## src/rtl/cbcmac_des_arbiter.sv

```systemverilog
// Round-robin arbiter sharing one cbcmac_des core between two message requesters.
// Grants per whole message, forwards blocks, and returns only the final MAC.
module cbcmac_des_arbiter #(
    parameter int unsigned LEN_W = 8
) (
    input  logic               clk_i,
    input  logic               reset_i,
    input  logic [1:0]         req_i,
    input  logic [2*LEN_W-1:0] req_len_i,
    input  logic [127:0]       req_key_i,
    input  logic [127:0]       req_data_i,
    input  logic [1:0]         req_valid_i,
    output logic [1:0]         req_accept_o,
    output logic [1:0]         gnt_o,
    output logic [63:0]        mac_o,
    output logic [1:0]         mac_valid_o,
    input  logic [1:0]         mac_accept_i,
    output logic               core_start_o,
    output logic [0:63]        core_key_o,
    output logic [0:63]        core_data_o,
    output logic               core_valid_o,
    input  logic               core_accept_i,
    input  logic [63:0]        core_data_i,
    input  logic               core_valid_i,
    output logic               core_accept_o
);

    typedef enum logic [1:0] {StIdle, StFeed, StDrain, StDeliver} state_e;

    state_e             state_q, state_d;
    logic               own_q, own_d;
    logic               ptr_q, ptr_d;
    logic [LEN_W-1:0]   len_q, len_d;
    logic [LEN_W-1:0]   in_cnt_q, in_cnt_d;
    logic [LEN_W-1:0]   out_cnt_q, out_cnt_d;
    logic [63:0]        mac_q, mac_d;

    logic               win;
    logic [LEN_W-1:0]   win_len;
    logic               own_valid;
    logic [63:0]        own_data;
    logic [63:0]        own_key;

    assign own_valid = own_q ? req_valid_i[1]       : req_valid_i[0];
    assign own_data  = own_q ? req_data_i[127:64]   : req_data_i[63:0];
    assign own_key   = own_q ? req_key_i[127:64]    : req_key_i[63:0];
    assign win       = req_i[ptr_q] ? ptr_q : ~ptr_q;
    assign win_len   = win ? req_len_i[2*LEN_W-1:LEN_W] : req_len_i[LEN_W-1:0];
    assign mac_o     = mac_q;

    always_comb begin
        state_d       = state_q;
        own_d         = own_q;
        ptr_d         = ptr_q;
        len_d         = len_q;
        in_cnt_d      = in_cnt_q;
        out_cnt_d     = out_cnt_q;
        mac_d         = mac_q;
        gnt_o         = 2'b00;
        req_accept_o  = 2'b00;
        mac_valid_o   = 2'b00;
        core_start_o  = 1'b0;
        core_key_o    = '0;
        core_data_o   = '0;
        core_valid_o  = 1'b0;
        core_accept_o = 1'b0;

        if (state_q != StIdle) begin
            gnt_o[own_q] = 1'b1;
        end

        unique case (state_q)
            StIdle: begin
                if (|req_i) begin
                    own_d     = win;
                    len_d     = (win_len == '0) ? LEN_W'(1) : win_len;
                    in_cnt_d  = '0;
                    out_cnt_d = '0;
                    state_d   = StFeed;
                end
            end
            StFeed, StDrain: begin
                if (state_q == StFeed) begin
                    core_valid_o         = own_valid;
                    core_data_o          = own_data;
                    req_accept_o[own_q]  = core_accept_i;
                    if (in_cnt_q == '0 && own_valid) begin
                        core_start_o = 1'b1;
                        core_key_o   = own_key;
                    end
                    if (own_valid && core_accept_i) begin
                        in_cnt_d = in_cnt_q + LEN_W'(1);
                        if (in_cnt_q == len_q - LEN_W'(1)) begin
                            state_d = StDrain;
                        end
                    end
                end
                // Intermediate chaining values are consumed and dropped; only the last is kept.
                core_accept_o = 1'b1;
                if (core_valid_i) begin
                    out_cnt_d = out_cnt_q + LEN_W'(1);
                    if (out_cnt_q == len_q - LEN_W'(1)) begin
                        mac_d   = core_data_i;
                        state_d = StDeliver;
                    end
                end
            end
            StDeliver: begin
                mac_valid_o[own_q] = 1'b1;
                if (mac_accept_i[own_q]) begin
                    ptr_d   = ~own_q;
                    state_d = StIdle;
                end
            end
            default: state_d = StIdle;
        endcase
    end

    always_ff @(posedge clk_i) begin
        if (reset_i) begin
            state_q   <= StIdle;
            own_q     <= 1'b0;
            ptr_q     <= 1'b0;
            len_q     <= '0;
            in_cnt_q  <= '0;
            out_cnt_q <= '0;
            mac_q     <= '0;
        end else begin
            state_q   <= state_d;
            own_q     <= own_d;
            ptr_q     <= ptr_d;
            len_q     <= len_d;
            in_cnt_q  <= in_cnt_d;
            out_cnt_q <= out_cnt_d;
            mac_q     <= mac_d;
        end
    end

endmodule

```

## config.mk

```make
export PLATFORM = sky130hd
export DESIGN_NAME = cbcmac_des_arbiter
export DESIGN_NICKNAME = d
export VERILOG_FILES = /design/src/rtl/cbcmac_des_arbiter.sv
export SDC_FILE = /design/constraint.sdc
export NUM_CORES = 1
export LEC_CHECK = 0
export CORE_AREA = 3 3 213 215
export CTS_CLUSTER_DIAMETER = 120
export DETAILED_ROUTE_END_ITERATION = 10
export DIE_AREA = 0 0 216 218
export GPL_TIMING_DRIVEN = 0
export PLACE_DENSITY = 0.44
export SLEW_MARGIN = 20
export SYNTH_ARGS = -nofsm -noshare
export SYNTH_HDL_FRONTEND = slang
export SYNTH_SLANG_ARGS = --single-unit
```

## constraint.sdc

```tcl
create_clock -name clk_i -period 3 [get_ports clk_i]
set_clock_uncertainty 0.1 [all_clocks]
set_input_delay 0.75 -clock clk_i [delete_from_list [all_inputs] [get_ports clk_i]]
set_output_delay 0.75 -clock clk_i [all_outputs]
set_load 0.05 [all_outputs]
```

==> results of run 1 <==
-- registers in the layout, indices dropped and copies added, names as in the netlist --
register and count:
out_cnt_q 8, state_q 2, in_cnt_q 8, len_q 8
ptr_q 1, own_q 1, mac_o 64
-- where the power goes --
| part | switching [mW] | leakage (nW) | internal (mW) |
|---|---|---|---|
| sequential | 0.0320 | 0.745 | 1.24 |
| clock | 0.544 | 0.153 | 0.660 |
| combinational | 0.911 | 4.01 | 0.864 |
-- placed cells by master, fill, tap and decap left out, types with 7 or more instances in the layout --
master,instances
clkdlybuf4s50_1,407
nand2_1,140
mux2i_1,128
dfxtp_1,89
a21oi_1,75
nor2_2,66
buf_4,62
buf_6,54
nor2_4,49
nor2_1,44
buf_2,23
buf_8,22
xnor2_1,17
clkbuf_16,15
clkbuf_1,13
xor2_1,13
mux2i_2,10
a211oi_1,9
clkdlybuf4s15_2,9
diode_2,8
nand4_1,8
inv_1,7
nor3_1,7
ha_1,7
-- worst max-delay path, cell delays in order (launching register included) --
cell and delay [ps]:
dfxtp_4 380, inv_4 40, ha_4 270, and2_4 140
and2_4 150, nand3_4 110, clkbuf_16 210, clkbuf_16 170
nor2_4 160, buf_8 170
-- Yosys cell counts, types with 2 or more instances --
| library cell | instances | area, um^2 |
|---|---|---|
| nor2_1 | 158 | 593 |
| nand2_1 | 141 | 529 |
| mux2i_1 | 138 | 1380 |
| dfxtp_1 | 92 | 1840 |
| a21oi_1 | 75 | 375 |
| clkbuf_1 | 32 | 120 |
| xnor2_1 | 17 | 149 |
| xor2_1 | 13 | 114 |
| buf_1 | 11 | 41.3 |
| inv_1 | 10 | 37.5 |
| a211oi_1 | 9 | 67.6 |
| buf_2 | 8 | 40.0 |
| ha_1 | 8 | 100 |
| nand4_1 | 8 | 50.1 |
| nor3_1 | 7 | 35.0 |
| and3_1 | 6 | 37.5 |
| buf_6 | 6 | 67.6 |
| nand2b_1 | 6 | 37.5 |
| and2_1 | 5 | 31.3 |
| nand3_1 | 5 | 25.0 |
| o21ai_0 | 5 | 25.0 |
| nor2b_1 | 4 | 25.0 |
| nor4_1 | 3 | 18.8 |
| and4_1 | 2 | 17.5 |
| mux2_2 | 2 | 22.5 |
| nor3b_1 | 2 | 15.0 |
| o311ai_0 | 2 | 17.5 |
| or4_1 | 2 | 15.0 |
-- through the flow --
stage | TNS, ps | hold WS [ps]
2_1_floorplan | -3110 | 383
3_3_place_gp | -156980 | 338
3_5_place_dp | -156190 | 344
4_1_cts | -1960 | 355
5_1_grt | -652 | 368
6_report | 0 | 352
-- cell families after synthesis --
| kind of cell | Yosys count |
|---|---|
| AND/OR/NAND/NOR | 358 |
| multiplexers | 140 |
| AO/OA/AOI/OAI | 103 |
| flip-flops | 92 |
| buffers and inverters | 68 |
| XOR/XNOR | 31 |
| adder cells (fa/ha/maj) | 8 |
-- how the worst min path moves through the flow --
stage,end
2_1_floorplan,out_cnt_q[1]$_SDFFE_PP0P_
3_3_place_gp,mac_o[36]$_SDFFE_PP0P_
3_5_place_dp,mac_o[50]$_SDFFE_PP0P_
4_1_cts,mac_o[16]$_SDFFE_PP0P_
5_1_grt,mac_o[10]$_SDFFE_PP0P_
6_report,mac_o[16]$_SDFFE_PP0P_
-- area by class of cell --
class / instances / area share (%)
Antenna cell: 8 / 0.147
Buffer: 58 / 3.80
Clock buffer: 9 / 1.65
Clock inverter: 7 / 0.605
Inverter: 10 / 0.321
Multi-Input combinational cell: 640 / 33.4
Sequential cell: 92 / 13.5
Tap cell: 592 / 5.43
Timing Repair Buffer: 559 / 41.1
-- what timing repair did --
| action | 4_1_cts | 5_1_grt |
|---|---|---|
| setup buffers | 5 | 3 |
| setup endpoints to repair | 137 | 188 |
| gates cloned | 3 | 3 |
| hold buffers | 0 | 0 |
| pin swaps | 8 | 8 |
| gates resized for setup | 924 | 26 |
-- layer usage --
layer / global-route usage, % / part of all wire [%] / vias up
li1: - / - / 3846
met1: 20.0 / 42 / 3512
met2: 26.7 / 47 / 352
met3: 5.84 / 9.4 / 47
met4: 4.68 / 2.3 / 6
met5: 0 / 0.083 / -
==> results.json, run 1 <==
{
  "finalInstanceArea_mm2": 0.0136,
  "postSynthAreaPerCell_um2": 7.58,
  "reg2reg_to": "mac_o[59]$_SDFFE_PP0P_",
  "dr.pass1.iters": 4,
  "max_clock_freq_ghz": 0.333,
  "root_buffer": "clkbuf_16",
  "ff2ff_path_depth": 12,
  "portBuffers": 545,
  "synth_top_family_by_area": "simple AND/OR/NAND/NOR gates",
  "antenna_found_initial": 17,
  "irDropWorstVdd_uv": 298,
  "antenna_left": 0,
  "die_h_um": 218,
  "synthAdderAreaFrac_pct": 1.65,
  "async_flop_share_pct": 0,
  "r2r-start": "len_q[0]$_SDFFE_PP0P_",
  "post-route-drc-count": 0,
  "synth-compound-area-share_pct": 9.69,
  "multiInputGateArea_mm2": 0.00456,
  "ios": 547,
  "cp.arrival_ps": 2150,
  "setup_viol": 0,
  "synth_mux_area_share_pct": 23.1,
  "synthSimpleGateAreaFrac_pct": 25.3,
  "nets": 1724,
  "syn-cell-area_mm2": 0.00607,
  "setup_slack_ps": 0.654,
  "die_x_um": 216,
  "fp-row-count": 77,
  "power.leakage_nw": 4.91,
  "synth_top_flop_cell": "dfxtp_1",
  "synthCells": 800,
  "hp-start": "mac_o[16]$_SDFFE_PP0P_",
  "dp_worst_setup_slack_ps": -1530,
  "syn-num-nets": 1154,
  "startpoint": "state_q[1]$_SDFFE_PP0P_",
  "vias_per_cell": 3.93,
  "drv_slew": 0,
  "drtIter0Drc": 326,
  "worstSetupStartpointType": "flip-flop",
  "cp_max_fo": 5,
  "htree_levels": 3,
  "yosys.cell_types.count": 51,
  "p_total_mw": 4.25,
  "max_cap_violations": 0,
  "dpl.cell_count": 1937,
  "slew_headroom_pct": 43.3,
  "fin_crit_ps": 3000,
  "yosys_warnings": 0,
  "placed_cell_area_mm2": 0.0128,
  "whs_path_depth": 2,
  "synth_xor_area_share_pct": 4.70,
  "gp_congestion": 0.828,
  "crit_end": "core_key_o[3]",
  "cts_tree": "done",
  "clkTransAtPathRegs_ps": 70,
  "wire_per_inst_um": 20.8,
  "finalCritPeriodShare_pct": 100,
  "status": "finished clean",
  "fill_cells": 4750,
  "dieArea_mm2": 0.0471,
  "power_density_mw_per_mm2": 312,
  "overflow": 0,
  "critical_path_required_ps": 2150,
  "grt_usage_pct": 16.2,
  "reg2reg_setup_slack_ps": 240,
  "drive_gt1_share_pct": 26.0,
  "ys_seq_area_share_pct": 30.4,
  "end_kind": "output port",
  "utilization_pct": 31.1,
  "grt_pass1_vias": 7823,
  "start_util_pct": 13.8,
  "hold_viol": 0,
  "path_class": "flip-flop to output port",
  "hp-class": "flip-flop to flip-flop",
  "fin_cells": 1975,
  "area_growth_pct": 125,
  "synth-edff-count": 0,
  "tightest_slew_ps": 841,
  "clk_latency_ps": 350,
  "hpwl_um": 34900,
  "ff_latch_area_mm2": 0.00185,
  "vias": 7763,
  "clock_path_buffers": 2,
  "cts_made_buffers": 9,
  "cts_sinks": 92,
  "grt_setup_unrepaired": "yes",
  "ys_seq_elements": 92,
  "grt_max_degree": 18,
  "wirelength_um": 41000,
  "coreArea_mm2": 0.0439,
  "grt_pass1_wl_um": 55800
}
Power figures use the tool's default switching activity.
==> run 2: changes to the inputs <==
--- a/config.mk
+++ b/config.mk
@@ -6,6 +6,7 @@
 export NUM_CORES = 1
 export LEC_CHECK = 0
 export CORE_AREA = 3 3 213 215
+export CTS_BUF_LIST = sky130_fd_sc_hd__clkbuf_16
 export CTS_CLUSTER_DIAMETER = 120
 export DETAILED_ROUTE_END_ITERATION = 10
 export DIE_AREA = 0 0 216 218
==> results of run 2 <==
Same layout as run 1: the final DEF is identical, and so are final timing and power.
